**config.mk**
```make
export PLATFORM = sky130hd
export DESIGN_NAME = gelato_fetch_scheduler_flat
export DESIGN_NICKNAME = d
export VERILOG_FILES = /design/src/rtl/gelato_fetch_scheduler_pkg.sv /design/src/rtl/gelato_fetch_scheduler_if.sv /design/src/rtl/gelato_fetch_scheduler_rr_arbiter.sv /design/src/rtl/gelato_fetch_scheduler.sv /design/src/flat_wrapper.sv
export SDC_FILE = /design/constraint.sdc
export NUM_CORES = 1
export LEC_CHECK = 0
export ABC_AREA = 1
export BUFFER_PORTS_ARGS = -buffer_cell sky130_fd_sc_hd__buf_2
export CAP_MARGIN = 20
export CORE_ASPECT_RATIO = 0.6
export CORE_MARGIN = 4
export CORE_UTILIZATION = 44
export CTS_CLUSTER_SIZE = 10
export DETAILED_ROUTE_END_ITERATION = 12
export HOLD_SLACK_MARGIN = 0.1
export PLACE_DENSITY = 0.78
export SYNTH_ARGS = -nofsm -noshare
export SYNTH_HDL_FRONTEND = slang
export SYNTH_SLANG_ARGS = --single-unit
```
**constraint.sdc**
```tcl
create_clock -name clk -period 2.2 [get_ports clk]
set_input_delay 0.66 -clock clk [delete_from_list [all_inputs] [get_ports clk]]
set_output_delay 0.66 -clock clk [all_outputs]
set_load 0.1 [all_outputs]
```
**src/rtl/gelato_fetch_scheduler_pkg.sv**
```systemverilog
// Shared types and default sizing for the warp fetch scheduler.
// Bit widths here describe the default configuration; the RTL modules
// derive their own widths from their parameters.
package gelato_fetch_scheduler_pkg;

    localparam int GFS_WARP_NUM = 4;
    localparam int GFS_PC_WIDTH = 32;
    localparam int GFS_SPLIT_W  = 5;

    typedef logic [$clog2(GFS_WARP_NUM)-1:0] warp_num_t;
    typedef logic [GFS_PC_WIDTH-1:0]         pc_t;
    typedef logic [GFS_SPLIT_W-1:0]          split_table_num_t;

    // One fetch request as seen by the instruction fetch stage.
    typedef struct packed {
        warp_num_t        warp;
        pc_t              pc;
        split_table_num_t split_num;
    } fetch_req_t;

endpackage

```
**src/rtl/gelato_fetch_scheduler_if.sv**
```systemverilog
// Valid/ready fetch request channel from the scheduler to instruction fetch.
interface gelato_fetch_scheduler_if
    import gelato_fetch_scheduler_pkg::*;
#(
    parameter int WARP_NUM = GFS_WARP_NUM,
    parameter int PC_WIDTH = GFS_PC_WIDTH,
    parameter int SPLIT_W  = GFS_SPLIT_W
);
    logic                        fetch_valid;
    logic                        fetch_ready;
    logic [$clog2(WARP_NUM)-1:0] fetch_warp;
    logic [PC_WIDTH-1:0]         fetch_pc;
    logic [SPLIT_W-1:0]          fetch_split_num;

    modport master (
        output fetch_valid,
        output fetch_warp,
        output fetch_pc,
        output fetch_split_num,
        input  fetch_ready
    );

    modport slave (
        input  fetch_valid,
        input  fetch_warp,
        input  fetch_pc,
        input  fetch_split_num,
        output fetch_ready
    );
endinterface

```
**src/rtl/gelato_fetch_scheduler_rr_arbiter.sv**
```systemverilog
// Combinational round-robin arbiter: the search starts one past ptr and
// wraps, so the requester granted last time gets lowest priority next.
module gelato_rr_arbiter #(
    parameter int N = 4
) (
    input  logic [N-1:0]         req,
    input  logic [$clog2(N)-1:0] ptr,
    output logic [N-1:0]         grant,
    output logic [$clog2(N)-1:0] grant_idx,
    output logic                 any
);
    localparam int IW = $clog2(N);

    // Walk the N candidates in priority order and keep the first requester.
    always_comb begin
        logic [IW-1:0] cand;
        grant     = '0;
        grant_idx = '0;
        any       = 1'b0;
        cand      = '0;
        for (int k = 1; k <= N; k++) begin
            // N is a power of two, so truncation to IW bits is the modulo.
            cand = ptr + IW'(k);
            if (!any && req[cand]) begin
                any         = 1'b1;
                grant[cand] = 1'b1;
                grant_idx   = cand;
            end
        end
    end
endmodule

```
**src/rtl/gelato_fetch_scheduler.sv**
```systemverilog
// Warp fetch scheduler: picks one eligible warp per cycle round-robin and
// holds it in an output register toward the fetch stage. A warp is blocked
// after issue until decode/split re-activates it.
module gelato_fetch_scheduler
    import gelato_fetch_scheduler_pkg::*;
#(
    parameter int WARP_NUM = GFS_WARP_NUM,
    parameter int PC_WIDTH = GFS_PC_WIDTH,
    parameter int SPLIT_W  = GFS_SPLIT_W
) (
    input  logic                         clk,
    input  logic                         rst_n,
    input  logic                         rdy,
    input  logic                         flush,
    input  logic [WARP_NUM-1:0]          pc_valid,
    input  logic [WARP_NUM*PC_WIDTH-1:0] pc,
    input  logic [WARP_NUM*SPLIT_W-1:0]  split_num,
    input  logic                         activate_valid,
    input  logic [$clog2(WARP_NUM)-1:0]  activate_warp,
    gelato_fetch_scheduler_if.master     fetch,
    output logic [31:0]                  issue_count
);
    localparam int WW = $clog2(WARP_NUM);

    logic [WARP_NUM-1:0] inflight;
    logic [WARP_NUM-1:0] inflight_next;
    logic [WARP_NUM-1:0] clr_mask;
    logic [WARP_NUM-1:0] elig;
    logic [WARP_NUM-1:0] grant;
    logic [WW-1:0]       rr_ptr;
    logic [WW-1:0]       win_idx;
    logic                any_elig;
    logic                free;
    logic                load;
    logic                xfer;

    assign elig = pc_valid & ~inflight;
    assign free = ~fetch.fetch_valid | fetch.fetch_ready;
    assign load = free & any_elig;
    assign xfer = fetch.fetch_valid & fetch.fetch_ready;

    gelato_rr_arbiter #(
        .N (WARP_NUM)
    ) u_arb (
        .req       (elig),
        .ptr       (rr_ptr),
        .grant     (grant),
        .grant_idx (win_idx),
        .any       (any_elig)
    );

    // Inflight update: re-activation clears first, then a new issue sets,
    // so an issue-set wins over a clear of the same warp.
    always_comb begin
        clr_mask = '0;
        if (activate_valid) begin
            clr_mask[activate_warp] = 1'b1;
        end
        inflight_next = inflight & ~clr_mask;
        if (load) begin
            inflight_next = inflight_next | grant;
        end
    end

    // Scheduling state and output register; rdy low freezes everything,
    // flush clears scheduling state but keeps the issue counter.
    always_ff @(posedge clk or negedge rst_n) begin
        if (!rst_n) begin
            inflight              <= '0;
            rr_ptr                <= WW'(WARP_NUM - 1);
            fetch.fetch_valid     <= 1'b0;
            fetch.fetch_warp      <= '0;
            fetch.fetch_pc        <= '0;
            fetch.fetch_split_num <= '0;
            issue_count           <= '0;
        end else if (rdy) begin
            if (flush) begin
                inflight          <= '0;
                rr_ptr            <= WW'(WARP_NUM - 1);
                fetch.fetch_valid <= 1'b0;
            end else begin
                inflight <= inflight_next;
                if (xfer) begin
                    issue_count <= issue_count + 32'd1;
                end
                if (free) begin
                    fetch.fetch_valid <= any_elig;
                end
                if (load) begin
                    rr_ptr                <= win_idx;
                    fetch.fetch_warp      <= win_idx;
                    fetch.fetch_pc        <= pc[win_idx*PC_WIDTH +: PC_WIDTH];
                    fetch.fetch_split_num <= split_num[win_idx*SPLIT_W +: SPLIT_W];
                end
            end
        end
    end
endmodule

```
**src/flat_wrapper.sv**
```systemverilog
// flat-port wrapper written by rule: the top's interface ports become plain ports
module gelato_fetch_scheduler_flat import gelato_fetch_scheduler_pkg::*;
#(
    parameter int WARP_NUM = GFS_WARP_NUM,
    parameter int PC_WIDTH = GFS_PC_WIDTH,
    parameter int SPLIT_W  = GFS_SPLIT_W
)
  (clk, rst_n, rdy, flush, pc_valid, pc, split_num, activate_valid, activate_warp, issue_count, fetch_fetch_valid, fetch_fetch_warp, fetch_fetch_pc, fetch_fetch_split_num, fetch_fetch_ready);
  gelato_fetch_scheduler_if #(.WARP_NUM(WARP_NUM), .PC_WIDTH(PC_WIDTH), .SPLIT_W(SPLIT_W)) fetch_i ();
  input  logic clk;
  input  logic rst_n;
  input  logic rdy;
  input  logic flush;
  input  logic [WARP_NUM-1:0] pc_valid;
  input  logic [WARP_NUM*PC_WIDTH-1:0] pc;
  input  logic [WARP_NUM*SPLIT_W-1:0] split_num;
  input  logic activate_valid;
  input  logic [$clog2(WARP_NUM)-1:0] activate_warp;
  output logic [31:0] issue_count;
  output wire logic [$bits(fetch_i.fetch_valid)-1:0] fetch_fetch_valid;
  output wire logic [$bits(fetch_i.fetch_warp)-1:0] fetch_fetch_warp;
  output wire logic [$bits(fetch_i.fetch_pc)-1:0] fetch_fetch_pc;
  output wire logic [$bits(fetch_i.fetch_split_num)-1:0] fetch_fetch_split_num;
  input wire logic [$bits(fetch_i.fetch_ready)-1:0] fetch_fetch_ready;
  assign fetch_fetch_valid = fetch_i.fetch_valid;
  assign fetch_fetch_warp = fetch_i.fetch_warp;
  assign fetch_fetch_pc = fetch_i.fetch_pc;
  assign fetch_fetch_split_num = fetch_i.fetch_split_num;
  assign fetch_i.fetch_ready = fetch_fetch_ready;
  gelato_fetch_scheduler #(.WARP_NUM(WARP_NUM), .PC_WIDTH(PC_WIDTH), .SPLIT_W(SPLIT_W)) u_core (.clk(clk), .rst_n(rst_n), .rdy(rdy), .flush(flush), .pc_valid(pc_valid), .pc(pc), .split_num(split_num), .activate_valid(activate_valid), .activate_warp(activate_warp), .fetch(fetch_i), .issue_count(issue_count));
endmodule
```
==> metrics, run 1 <==
Die H 92.9 microns; mapped cell area 5290 sq um; vias in the first global route about 5500; final core occ a little over two thirds; routed wire length 18900 microns; worst-path fanout max 13; critical path's slowest cell dfstp_2; RSZ-0062 raised after global routing yes; Vias/cell just over 5; Placer Congestion between 0.8 and 0.9; first-pass GRT wire length 28100 microns; I/O pin count about 230; Worst-Margin Slew a little over 0.5 ns; HPWL Detailed 13100 microns; Mapped Nets around 900; Post-synth top flop dfrtp_1; VDD IR max about 1.4 mV; largest net degree at the start of global routing 50; DP Worst Slack -0.210 ns; Synth Area per Inst roughly 7 sq um; crit path DAT about 2.5 ns; r2r worst-path depth 14; Worst setup EP type register; GRT overflow 0; Rel. slew slack 65.6%; register area share after synthesis between 30% and 40%; FILL cells between 900 and 1000; Die Wd 150 microns; final number of setup-violating endpoints 38; final setup TNS -2.98 ns; status finished, violations left; number of DRC markers in iteration 0 382; Leakage roughly 4.6 nW; Tmin final roughly 2.3 ns; Port Buffers ~230; required time worst endpoint ~2.4 ns; worst-path cell chain inv_4 -> ha_4 -> inv_4 -> nand3_4 -> nand2_4 -> inv_2 -> a21oi_2 -> nand2_2 -> nand3_4 -> buf_12 -> buf_16 -> or2_1 -> nand3_1 -> nand3_1; CTS sink cnt 78; most numerous cell in the Yosys netlist nand2_1; crit path buf inv count 5; Hold Violations, Final 0; Skew-Pair Late Insertion Delay around 0.33 ns; EDFF count, synth 0; WS Path Type reg -> reg; vias ~6100; Die ar. 13900 sq um; synth top area cells dfrtp_1 (36%), nand2_1 (14%), inv_1 (9.4%), nand3_1 (9.3%), o211ai_1 (4.1%); initial antenna violation count 1; clock tree from TritonCTS yes; Commonest cells post-synth nand2_1 (195), inv_1 (132), nand3_1 (98), dfrtp_1 (76), o211ai_1 (29); HP Class in -> async; Area Overhead vs Synth 53.1%; Setup WS post-layout -0.121 ns; share of flip-flops with an asynchronous set or reset 100%; layout cell share with drive strength beyond 1 about two fifths; drt pass-1 iters 5; achievable frequency 0.431 GHz; Cell variety after synth 40; initial core utilization between 40% and 50%; CTS Buf Count 9; fin nets approximately 1200; violated checks negative setup slack; clock skew around 0.0041 ns; Root Buffer clkbuf_16; depth of the CTS H-tree 3; crit path launch type register; synthesized instance count between 700 and 800; Worst-path clk slew ~0.06 ns; max_cap viols 0; CP max stage delay roughly 0.56 ns; Yosys reg bits slightly below 80; fin crit share 105%; core area approximately 12000 sq um; Top delay family on crit path simple AND/OR/NAND/NOR gates; yosys warns 0; cell taking the most area after synthesis dfrtp_1; Pwr Density between 1500 and 2000 nW/um^2; CTS Buffer Depth 2; Routed wire per std cell 15.8 microns; CP Depth 14; Core Rows 30; top-area cell type share of the netlist area 36.0%; overall routing resource usage 25.5%; pins over their slew limit 0; post-route ant nets 0; DRC 0
## cells in the final DEF (no fill, tap or decap), types with 22 or more instances in the layout
| cell type | count |
|---|---|
| buf_2 | 230 |
| nand2_1 | 173 |
| inv_1 | 128 |
| nand3_1 | 75 |
| dfrtp_1 | 67 |
| buf_4 | 50 |
| o211ai_1 | 29 |
| or2_1 | 24 |
| nand3_2 | 23 |
| xor2_1 | 23 |
| nand4_1 | 22 |
## per-stage QoR
stage | power, mW | area (sq um) | hold WS, ns | cells
final | 15.4 | 8090 | 0.262 | 1194
after global routing | 16.2 | 8090 | 0.279 | 1194
after CTS | 14.7 | 7810 | 0.269 | 1184
after detailed placement | 10.8 | 7040 | 0.462 | 1147
after global placement | 10.7 | 7040 | 0.459 | 1147
after floorplan | 8.97 | 5400 | 0.364 | 734
## routing by layer
metal | global-route usage (%) | share of wire (%) | up-vias
met3 | 6.80 | 11 | 26
li1 | - | - | 2922
met4 | 5.18 | 1.7 | 0
met5 | 0 | 0 | -
met1 | 36.8 | 45 | 2793
met2 | 38.6 | 43 | 327
## power breakdown
group | internal (mW) | leakage, nW | switching [mW]
logic | 4.11 | 3.45 | 7.42
registers | 1.92 | 0.955 | 0.290
clock network | 1.06 | 0.162 | 0.592
## final timing paths
kind,from,endpoint,slack (ns)
max reg2reg,u_core.rr_ptr[0],u_core.fetch.fetch_pc[18],-0.12
min reg2reg,u_core.fetch.fetch_pc[8],u_core.fetch.fetch_pc[8],0.47
min,rst_n,u_core.fetch.fetch_pc[14],0.26
max,u_core.rr_ptr[0],u_core.fetch.fetch_pc[18],-0.12
min in group clk,u_core.fetch.fetch_pc[8],u_core.fetch.fetch_pc[8],0.47
max in group asynchronous,rst_n,u_core.issue_count[6],1.31
## kinds of logic (layout without fill, tap and decap cells)
family,after synthesis,count (layout),synth area share [%]
XOR/XNOR,30,30,4.97
other,0,1,0
flip-flops,78,78,37.0
buffers and inverters,164,463,12.9
AO/OA/AOI/OAI,62,62,7.60
multiplexers,1,1,0.213
AND/OR/NAND/NOR,390,390,35.2
adder cells (fa/ha/maj),9,9,2.13
## repair_timing
action                     CTS  global route
setup endpoints to repair   36            50
cloned                       6             4
hold endpoints to repair     0             0
pin swaps                   20            24
resized for setup           33            52
buffers inserted            15             8
hold buffers                 0             0
## registers in the layout (all words and copies together) (netlist names)
name and count:
u_core.fetch.fetch_pc 32, u_core.issue_count 32, u_core.fetch.fetch_split_num 5, u_core.inflight 4, u_core.fetch.fetch_warp 2, u_core.rr_ptr 2
u_core.fetch.fetch_valid 1
## cell type report
type	count	area [sq um]	area share (%)
Clock inverter	5	81.3	1.00
Timing Repair Buffer	312	2120	26.2
Sequential cell	78	1970	24.3
Tap cell	160	200	2.47
Clock buffer	11	253	3.12
Antenna cell	1	2.50	0.0309
Multi-Input combinational cell	492	2930	36.3
Inverter	135	531	6.56
Power figures use the tool's default switching activity.
==> run 2, diff against run 1 <==
--- a/config.mk
+++ b/config.mk
@@ -15,6 +15,7 @@
 export DETAILED_ROUTE_END_ITERATION = 12
 export HOLD_SLACK_MARGIN = 0.1
 export PLACE_DENSITY = 0.78
+export SETUP_SLACK_MARGIN = 0.1
 export SYNTH_ARGS = -nofsm -noshare
 export SYNTH_HDL_FRONTEND = slang
 export SYNTH_SLANG_ARGS = --single-unit
==> run 2 against run 1 <==
  * The run still ends with negative setup slack left
  * Non-clock buffer count is 7 higher
  * Hold slack worse by 0.11 ns
  * Clock skew is 0.0020 ns higher
  * Fmax is 3.2% lower
  * Routed wire length is 2.4% higher
  * Count of clock-buffer cells in the layout is 2 lower
  * Critical path type unchanged
==> metrics, run 2 (synthesis results as in run 1) <==
overall routing resource usage 23.0%; initial antenna violation count 1; CTS sink cnt 78; vias in the first global route approximately 5100; Port Buffers 231; Hold Violations, Final 0; CTS Buf Count 9; Placer Congestion between 0.8 and 0.9; core area 11500 sq um; number of DRC markers in iteration 0 between 300 and 400; Root Buffer clkbuf_16; final setup TNS -5.40 ns; Pwr Density 1910 nW/um^2; Vias/cell roughly 5; Die Wd 150 microns; vias approximately 6000; worst-path cell chain clkinv_4 -> ha_4 -> inv_4 -> nand3_4 -> nand2_4 -> inv_2 -> a21oi_2 -> nand2_2 -> nand3_4 -> buf_6 -> buf_12 -> clkbuf_16 -> nand2_2 -> nand3_2 -> nand2_1 -> nand2_1 -> nand2_1; HP Class in -> async; Hold Worst Slack approximately 0.16 ns; HPWL Detailed 13000 microns; Worst-path clk slew about 0.060 ns; total power after layout 15.8 mW; violated checks negative setup slack; VDD IR max around 1.3 mV; clock skew about 0.006 ns; routed wire length 19300 microns; pins over their slew limit 0; r2r worst-path depth 17; I/O pin count between 200 and 250; WS Path Type reg -> reg; Design Area, Final between 8000 and 9000 sq um; Core Rows 30; Worst setup EP type register; depth of the CTS H-tree 3; crit path DAT around 2.6 ns; antenna fix cells 0; multi-input logic area between 3000 and 4000 sq um; Rel. slew slack between 60 and 70%; most common cell after layout, fill and taps aside buf_2; initial core utilization around 46%; FILL cells 920; top sig layer met5; drt pass-1 iters 5; status finished, violations left; worst-path fanout max 6; final core occ between 70% and 80%; RSZ-0062 raised after global routing yes; Worst-Margin Slew 0.519 ns; achievable frequency 0.417 GHz; DR WL met3 approximately 2100 microns; most frequent CP cell nand2_1; sequential cell area around 2000 sq um; clock tree from TritonCTS yes; critical path's slowest cell dfstp_2; crit path launch type register; CTS Buffer Depth 2; largest net degree at the start of global routing 63; GRT overflow 0; Tmin final about 2.4 ns; WL met1 ~8500 microns; Post-DP Area 7070 sq um; WL met2 between 8000 and 9000 microns; top flop regs u_core.fetch.fetch_pc x32, u_core.issue_count x32, u_core.fetch.fetch_split_num x5; first-pass GRT wire length about 26000 microns; post-route ant nets 0; Leakage 4.65 nW; Setup WS post-layout -0.197 ns; final number of setup-violating endpoints 40; fin crit share 109%; layout cell share with drive strength beyond 1 between 40% and 50%; DRC 0; commonest non-fill, non-tap cells in the layout buf_2 (230), nand2_1 (164), inv_1 (127), nand3_1 (71), dfrtp_1 (62); required time worst endpoint ~2.4 ns; Die H between 90 and 100 microns; fin nets 1205; Die ar. ~14000 sq um; max_cap viols 0; Area Overhead vs Synth 56.2%; hold-fix buffer count after cts 0; CP max stage delay 0.57 ns; Skew-Pair Late Insertion Delay about 0.34 ns; Routed wire per std cell around 16 microns
-- run 2: power breakdown --
group | leakage [nW] | total [mW] | switching (mW) | internal (mW)
registers | 0.951 | 2.23 | 0.314 | 1.92
logic | 3.56 | 12.0 | 7.63 | 4.38
clock network | 0.143 | 1.54 | 0.650 | 0.895
-- run 2: final timing paths --
check                                                  end  slack, ns                   start
max                        u_core.fetch.fetch_split_num[1]      -0.20        u_core.rr_ptr[0]
min                                 u_core.issue_count[28]       0.16                   rst_n
max reg2reg                u_core.fetch.fetch_split_num[1]      -0.20        u_core.rr_ptr[0]
min reg2reg                         u_core.issue_count[31]       0.47  u_core.issue_count[31]
max in group asynchronous                 u_core.rr_ptr[1]       1.41                   rst_n
min in group clk                    u_core.issue_count[31]       0.47  u_core.issue_count[31]
-- run 2: area by class of cell --
type	instances	share of cell area, %
tap	160	2.42
clock inverter	7	0.970
multi-input combinational	492	36.7
clock buffer	9	2.73
inverter	135	6.61
timing repair buffer	319	26.6
sequential	78	23.9
timing repair inverter	1	0.106
-- run 2: per-layer routing --
layer | track usage (%) | vias up
li1 | - | 2945
met1 | 33.5 | 2759
met2 | 34.1 | 300
met3 | 6.94 | 19
met4 | 4.34 | 2
met5 | 0 | -
-- run 2: timing repair --
item | CTS | global route
gates resized for setup | 14 | 101
buffers inserted | 2 | 23
pin swaps | 6 | 33
endpoints found under the setup margin | 45 | 50
cloned | 1 | 13
-- run 2: stage by stage --
stage / cells / worst slack (ns)
final: 1201 / -0.197
after global routing: 1201 / -0.281
after CTS: 1166 / -0.0862
after detailed placement: 1147 / -0.242
after global placement: 1147 / -0.153
after floorplan: 734 / -0.0288
-- run 2: critical path, delay by kind of cell (launching register included) --
family	cells	cell delay (ns)
compound gates	1	0.12
flops	1	0.57
buf+inv	6	0.66
fa+ha+maj	1	0.29
simple gates	9	0.66
